### src/rtl/spi_master_param.sv
// Parametrised full-duplex SPI master: DATA_W-bit words, CLK_DIV clk cycles per SCK half-period,
// all four CKP/CPH modes. Optional macro SPI_LSB_FIRST_EN adds a lsb_first input latched at accept.
module spi_master_param #(
  parameter int unsigned DATA_W  = 8,
  parameter int unsigned CLK_DIV = 2
) (
  input  logic              clk,
  input  logic              rst,
  input  logic              CKP,
  input  logic              CPH,
  input  logic              strt,
  input  logic [DATA_W-1:0] data,
`ifdef SPI_LSB_FIRST_EN
  input  logic              lsb_first,
`endif
  input  logic              MISO,
  output logic              MOSI,
  output logic              SCK,
  output logic              CS,
  output logic [DATA_W-1:0] rx_data,
  output logic              busy,
  output logic              done
);

  localparam int unsigned HpW = $clog2(CLK_DIV + 1);
  localparam int unsigned EcW = $clog2(2 * DATA_W + 1);
  localparam logic [HpW-1:0] HpLast = HpW'(CLK_DIV - 1);
  localparam logic [EcW-1:0] EcLast = EcW'(2 * DATA_W - 1);

  typedef enum logic [1:0] {StIdle, StLead, StXfer, StTrail} state_e;

  state_e            state_q, state_d;
  logic [HpW-1:0]    hp_q, hp_d;
  logic [EcW-1:0]    edge_q, edge_d;
  logic              ckp_q, ckp_d;
  logic              cph_q, cph_d;
  logic              lsb_q, lsb_d;
  logic [DATA_W-1:0] tx_q, tx_d;
  logic [DATA_W-1:0] rx_sh_q, rx_sh_d;
  logic [DATA_W-1:0] rx_q, rx_d;
  logic              mosi_q, mosi_d;
  logic              sck_q, sck_d;
  logic              cs_q, cs_d;
  logic              busy_q, busy_d;
  logic              done_q, done_d;
  logic              do_edge;
  logic [EcW-1:0]    edge_idx;
  logic              lsb_in;

`ifdef SPI_LSB_FIRST_EN
  assign lsb_in = lsb_first;
`else
  assign lsb_in = 1'b0;
`endif

  function automatic logic out_bit(input logic [DATA_W-1:0] v, input logic lsb);
    return lsb ? v[0] : v[DATA_W-1];
  endfunction

  function automatic logic [DATA_W-1:0] shift_tx(input logic [DATA_W-1:0] v, input logic lsb);
    return lsb ? {1'b0, v[DATA_W-1:1]} : {v[DATA_W-2:0], 1'b0};
  endfunction

  // LSB-first fills from the top so the first sampled bit ends in bit 0.
  function automatic logic [DATA_W-1:0] shift_rx(input logic [DATA_W-1:0] v, input logic lsb,
                                                 input logic b);
    return lsb ? {b, v[DATA_W-1:1]} : {v[DATA_W-2:0], b};
  endfunction

  always_comb begin
    state_d  = state_q;
    hp_d     = hp_q;
    edge_d   = edge_q;
    ckp_d    = ckp_q;
    cph_d    = cph_q;
    lsb_d    = lsb_q;
    tx_d     = tx_q;
    rx_sh_d  = rx_sh_q;
    rx_d     = rx_q;
    mosi_d   = mosi_q;
    sck_d    = sck_q;
    cs_d     = cs_q;
    busy_d   = busy_q;
    done_d   = 1'b0;
    do_edge  = 1'b0;
    edge_idx = '0;

    unique case (state_q)
      StIdle: begin
        sck_d = CKP;
        cs_d  = 1'b1;
        if (strt) begin
          state_d = StLead;
          ckp_d   = CKP;
          cph_d   = CPH;
          lsb_d   = lsb_in;
          busy_d  = 1'b1;
          cs_d    = 1'b0;
          hp_d    = '0;
          edge_d  = '0;
          rx_sh_d = '0;
          if (CPH) begin
            tx_d = data;
          end else begin
            mosi_d = out_bit(data, lsb_in);
            tx_d   = shift_tx(data, lsb_in);
          end
        end
      end
      StLead: begin
        sck_d = ckp_q;
        if (hp_q == HpLast) begin
          hp_d     = '0;
          edge_d   = '0;
          state_d  = StXfer;
          sck_d    = ~ckp_q;
          do_edge  = 1'b1;
          edge_idx = '0;
        end else begin
          hp_d = hp_q + HpW'(1);
        end
      end
      StXfer: begin
        if (hp_q == HpLast) begin
          hp_d = '0;
          if (edge_q == EcLast) begin
            state_d = StTrail;
          end else begin
            edge_d   = edge_q + EcW'(1);
            sck_d    = ~sck_q;
            do_edge  = 1'b1;
            edge_idx = edge_q + EcW'(1);
          end
        end else begin
          hp_d = hp_q + HpW'(1);
        end
      end
      StTrail: begin
        sck_d = ckp_q;
        if (hp_q == HpLast) begin
          state_d = StIdle;
          hp_d    = '0;
          edge_d  = '0;
          cs_d    = 1'b1;
          busy_d  = 1'b0;
          done_d  = 1'b1;
          rx_d    = rx_sh_q;
          mosi_d  = 1'b0;
          sck_d   = CKP;
        end else begin
          hp_d = hp_q + HpW'(1);
        end
      end
      default: state_d = StIdle;
    endcase

    // Even edge_idx is a leading edge; CPH selects which edge kind samples.
    if (do_edge) begin
      if ((~edge_idx[0]) ^ cph_q) begin
        rx_sh_d = shift_rx(rx_sh_q, lsb_q, MISO);
      end else if (!(!cph_q && edge_idx == EcLast)) begin
        mosi_d = out_bit(tx_q, lsb_q);
        tx_d   = shift_tx(tx_q, lsb_q);
      end
    end
  end

  always_ff @(posedge clk or negedge rst) begin
    if (!rst) begin
      state_q <= StIdle;
      hp_q    <= '0;
      edge_q  <= '0;
      ckp_q   <= 1'b0;
      cph_q   <= 1'b0;
      lsb_q   <= 1'b0;
      tx_q    <= '0;
      rx_sh_q <= '0;
      rx_q    <= '0;
      mosi_q  <= 1'b0;
      sck_q   <= 1'b0;
      cs_q    <= 1'b1;
      busy_q  <= 1'b0;
      done_q  <= 1'b0;
    end else begin
      state_q <= state_d;
      hp_q    <= hp_d;
      edge_q  <= edge_d;
      ckp_q   <= ckp_d;
      cph_q   <= cph_d;
      lsb_q   <= lsb_d;
      tx_q    <= tx_d;
      rx_sh_q <= rx_sh_d;
      rx_q    <= rx_d;
      mosi_q  <= mosi_d;
      sck_q   <= sck_d;
      cs_q    <= cs_d;
      busy_q  <= busy_d;
      done_q  <= done_d;
    end
  end

  assign MOSI    = mosi_q;
  assign SCK     = sck_q;
  assign CS      = cs_q;
  assign rx_data = rx_q;
  assign busy    = busy_q;
  assign done    = done_q;

endmodule
### config.mk
export PLATFORM = sky130hd
export DESIGN_NAME = spi_master_param
export DESIGN_NICKNAME = d
export VERILOG_FILES = /design/src/rtl/spi_master_param.sv
export SDC_FILE = /design/constraint.sdc
export NUM_CORES = 1
export LEC_CHECK = 0
export CORE_ASPECT_RATIO = 1.4
export CORE_UTILIZATION = 30
export CTS_CLUSTER_DIAMETER = 60
export DETAILED_ROUTE_END_ITERATION = 7
export PLACE_DENSITY_LB_ADDON = 0.3
export REMOVE_ABC_BUFFERS = 1
export SETUP_SLACK_MARGIN = 0.2
export SKIP_CTS_REPAIR_TIMING = 1
export SLEW_MARGIN = 0
export SYNTH_ARGS = -nofsm -noshare
export SYNTH_HDL_FRONTEND = slang
export SYNTH_SLANG_ARGS = --single-unit
### constraint.sdc
create_clock -name clk -period 4.8 [get_ports clk]
set_input_delay 0.96 -clock clk [delete_from_list [all_inputs] [get_ports clk]]
set_output_delay 0.96 -clock clk [all_outputs]
set_load 0.1 [all_outputs]
Word level (Yosys, flattened, before mapping)
Index checks and enable logic that the tools add are counted.

cells by class
  add/subtract/negate cells = 2
  equality and inequality tests = 13
  mux-type cells = 50
  bitwise gates (word level) = 4
  reductions and logical operators = 13

operators by type and width
  operator             count
  $mux 8               10
  $mux 5               7
  $mux 1               18
  $pmux 5 s3           1
  $mux 2               7
  $ne 2x2->1 const B   6
  $eq 5x4->1 const B   2
  $pmux 1 s2           4
  $pmux 2 s4           1
  $reduce_and 2->1     4
  $add 5x1->5 const B  1
  $reduce_and 5->1     1
  $eq 2x1->1 const B   2
  $eq 2x2->1 const B   2
  $pmux 1 s4           1
  $pmux 2 s2           1
  $reduce_and 4->1     1
  $not 1->1            3
  $reduce_and 3->1     1
  $reduce_or 3->1      1
  $add 2x1->2 const B  1
  $logic_not 2->1      1
  $ne 2x1->1 const B   1
  $reduce_bool 2->1    1
  other kinds (4)      4

word-level totals
  flip-flop bits (word level) = 40
  word-level logic and storage cells = 95

Logic depth before layout (Yosys ltp)
  depth after elaboration = 9
  depth in mapped cells = 11

Worst setup path after synthesis
OpenSTA, ideal clock, no wires.

  path kind = register -> register
  start = reg edge_q[0]
  end = reg rx_sh_q[5]
  library setup time = 0.117 ns
  data arrival time = 2.462 ns
  required time = 4.683 ns
  path slack = 2.221 ns
  cell stages (with the launch flop) = 12
  clock period less this slack = 2.579 ns
  cell sequence = dfrtp_1 > ha_1 > and3_1 > ha_1 > or3b_1 > buf_6 > or3_4 > and3_1 > buf_6 > buf_6 > nand2_1 > o21ai_2

between the ends
  word-level cells in the longest chain between the ends = 8
  elaborated cells on any way between the ends = 12
  those cells by class = 1 x add/sub; 1 x eq/ne; 8 x mux; 2 x bitwise

RTL lines
  what                                       RTL line  text
  start: declaration                         34        logic [EcW-1:0] edge_q, edge_d;
  start signal: assignment                   187       edge_q <= edge_d;
  $add 5x1->5 or $eq 5x4->1 (tied branches)  132, 126
  $mux 5                                     126       if (edge_q == EcLast) begin
  $mux 5                                     124       if (hp_q == HpLast) begin
  $mux 5                                     --
  $not 1->1                                  159       if ((~edge_idx[0]) ^ cph_q) begin
  $xor 1x1->1                                159
  $mux 8                                     159
  $mux 8 *                                   158       if (do_edge) begin
  via rx_sh_d[5]                             39        logic [DATA_W-1:0] rx_sh_q, rx_sh_d;
  end signal: assignment                     192       rx_sh_q <= rx_sh_d;
  end: declaration                           39

The timed path passes the listed nets; every way through them passes the cells marked *.
A chain may end at the register's enable or synchronous reset.

Worst setup path after layout
  start = reg cs_q (netlist: CS)
  end = out CS

RTL lines
  what                      RTL line  text
  start: declaration        43        logic cs_q, cs_d;
  start signal: assignment  196       cs_q <= cs_d;
  end: declaration          19        output logic CS,

No word-level cell between the ends.

==> results by group <==
Logic synthesis
  – Area fraction in compound gates after synthesis: 0.188
  – Yosys warns: 0
  – Mean area per synthesized cell: 9.45 µm²
  – Synthesized netlist cell count: 234
  – Part of the Yosys area used for sequential elements: 0.453
  – Multiplexer share of the synthesized area: 0.0871
  – Main combinational cell family by area after synthesis: compound AO/OA/AOI/OAI gates
  – Synth Flop Type: sky130_fd_sc_hd__dfrtp_1
  – Register bit total from synthesis: 40
  – Share of flip-flops with an asynchronous set or reset: 1.00
  – XOR/XNOR Fraction of Synth Area: 0.0119
  – Count of flip-flops with a built-in enable after synthesis: 0
  – Cell variety after synth: 44
  – Synthesized area: 2210 µm²
  – Simple-gate portion of the synthesized area: 0.167
  – Synth Area in Adders: 0.0396

Routing
  – Remaining antenna violation count after routing: 0
  – Starting DRC count in detailed routing: 85
  – Remaining DRCs: 0
  – Average wire length per cell after detail routing: 13.6 µm
  – DR vias/cell: 4.98
  – DRT Pass-1 Iters: 4
  – DR vias: 1744
  – Total Wirelength: 4760 µm

STA
  – Total negative slack: 0 ns
  – Setup Viol. Count Final: 0
  – Clock skew after layout: 0.00621 ns
  – Maximum clock frequency: 341 MHz
  – Post-layout min period: 2.93 ns
  – Final count of hold timing violations: 0
  – Hold slack: 0.507 ns
  – Slew margin rel.: 0.349
  – Worst Tran Pin Value: 0.973 ns
  – RSZ-0062 raised after global routing: false
  – Fraction of the cycle the final worst path needs: 0.610
  – Number of pins exceeding their max-slew limit in the final report: 0

Setup path
  – Slowest library cell on the worst path: sky130_fd_sc_hd__clkdlybuf4s50_1
  – CP max stage delay: 1.13 ns
  – Required time reported for the critical path endpoint: 3.84 ns
  – Register-to-Register Path Depth: 8
  – Top cell family by delay on the critical path: buffers and inverters
  – Type of element launching the critical path: flop
  – Reg-to-Reg Start: edge_q[0]
  – CP endpoint kind: output pin
  – Chain of cells forming the critical path: clkdlybuf4s50_1
  – Launch point of the worst path: CS
  – Largest fanout on the critical path: 2
  – Total buffers and inverters traversed by the critical path: 1
  – Number of cells on the critical path: 1
  – WS Path Type: reg2out
  – Data arrival time at the worst-slack endpoint: 1.97 ns

Floorplanning
  – Area of the core: 7030 µm²
  – Chip Height: 104 µm
  – Io pins: 27
  – Overall die width: 74.6 µm
  – Floorplan die area: 7730 µm²
  – Row cnt: 36
  – Initial standard-cell utilization of the core: 0.315

Cells and area
  – Finished Cell Area: 2600 µm²
  – Filler Cell Count: 736
  – Most frequent cells in the layout: sky130_fd_sc_hd__dfrtp_1 (39), sky130_fd_sc_hd__nand2_1 (34), sky130_fd_sc_hd__clkdlybuf4s50_1 (25), sky130_fd_sc_hd__nor2_1 (15)
  – Proportion of layout cells with a drive suffix above 1: 0.0902
  – Number of nets in the finished design: 275
  – Layout-stage area growth over the synthesis result: 17.5%
  – Most common cell after layout, fill and taps aside: sky130_fd_sc_hd__dfrtp_1
  – Register area: 1000 µm²
  – Area of the multi-input gates: 1090 µm²
  – Diodes inserted: 0

Run
  – Max cap viols: 0

Placement
  – Half-perimeter wire length after placement: 3280 µm
  – Final RePlAce weighted congestion: 0.776
  – Placement Cell Area: 2510 µm²
  – Port buffer count: 26

GRT
  – Vias in the first global route: 1691
  – Pin count of the biggest net entering global routing: 41
  – Initial antenna violation count: 0
  – Overall track demand over capacity in global routing: 0.134
  – Wire length of the first global-routing pass: 8100 µm
  – GR Overflow Total: 0

Power
  – Total chip power: 1.66 mW
  – Static leakage power: 1.12 nW
  – Maximum vdd drop: 353 µV
  – Pwr Density: 638 nW/µm²

Min path
  – Min-delay worst type: reg2reg
  – Instance count along the most critical hold path: 2
  – Launch instance of the worst min-delay path: busy

Clocking
  – Clock tree sinks: 40
  – Maximum buffer depth of the clock tree: 2
  – CTS root buf: sky130_fd_sc_hd__clkbuf_8
  – CTS H-Tree Depth: 2
  – Number of CTS-inserted buffers: 5
  – TritonCTS clock tree: built
  – Reg clk slew, reported paths: 0.08 ns
  – Worst skew pair latency: 0.29 ns

Outcome
  – Run status: completed
-- registers in the layout, indices dropped and copies added, names as in the netlist, 2 cells and up --
name     cells
edge_q       5
rx_data      8
hp_q         2
tx_q         8
state_q      2
rx_sh_q      8
-- power breakdown --
group / internal [mW] / switching [mW] / leakage, nW / total, mW
Combinational: 0.300 / 0.618 / 0.574 / 0.918
Clock: 0.102 / 0.122 / 0.0412 / 0.224
Sequential: 0.439 / 0.0765 / 0.509 / 0.516
Total: 0.841 / 0.816 / 1.12 / 1.66
-- worst paths after layout --
path,slack (ns),to
worst max-delay path,1.87,CS
worst min-delay path,0.51,busy
worst max register to register,1.98,rx_sh_q[2]
worst min register to register,0.51,busy
max in group asynchronous,3.44,edge_q[2]
min in group asynchronous,0.80,SCK
-- routing by layer --
metal / track usage / routed length (µm) / up-vias
met3: 0.0282 / 151 / 6
met1: 0.179 / 2150 / 834
met4: 0.0512 / 66 / 0
met5: 0 / 0 / -
li1: - / - / 876
met2: 0.209 / 2390 / 28
-- logic make-up (layout without fill, tap and decap cells) --
kind of cell | after synthesis | count (layout)
compound gates | 63 | 63
flops | 40 | 40
mux | 18 | 18
simple gates | 78 | 78
buf+inv | 25 | 46
fa+ha+maj | 7 | 7
xor+xnor | 3 | 3
-- synthesized netlist by cell type (6+ instances only) --
master / n / area share
sky130_fd_sc_hd__dfrtp_1: 39 / 0.44
sky130_fd_sc_hd__o21ai_1: 6 / 0.014
sky130_fd_sc_hd__inv_1: 12 / 0.020
sky130_fd_sc_hd__o21ai_0: 13 / 0.029
sky130_fd_sc_hd__a211oi_1: 6 / 0.020
sky130_fd_sc_hd__nand2_1: 34 / 0.058
sky130_fd_sc_hd__nand3_1: 9 / 0.020
sky130_fd_sc_hd__mux2i_1: 8 / 0.036
sky130_fd_sc_hd__clkbuf_1: 8 / 0.014
sky130_fd_sc_hd__nor2_1: 15 / 0.025
sky130_fd_sc_hd__ha_1: 7 / 0.040
sky130_fd_sc_hd__a21oi_1: 13 / 0.029
sky130_fd_sc_hd__mux2_2: 10 / 0.051
-- cell type report --
class,instances,area share
Multi-Input combinational cell,169,0.420
Clock inverter,2,0.00481
Inverter,12,0.0173
Tap cell,95,0.0457
Sequential cell,40,0.386
Timing Repair Buffer,26,0.0982
Clock buffer,6,0.0279
-- metrics by stage --
step | setup slack [ns] | utilization | instances
6_report | 1.87 | 0.370 | 350
5_1_grt | 1.80 | 0.370 | 350
4_1_cts | 1.86 | 0.370 | 350
3_5_place_dp | 1.91 | 0.358 | 342
3_3_place_gp | 1.94 | 0.358 | 342
2_1_floorplan | 2.24 | - | 221
Power figures use the tool's default switching activity.
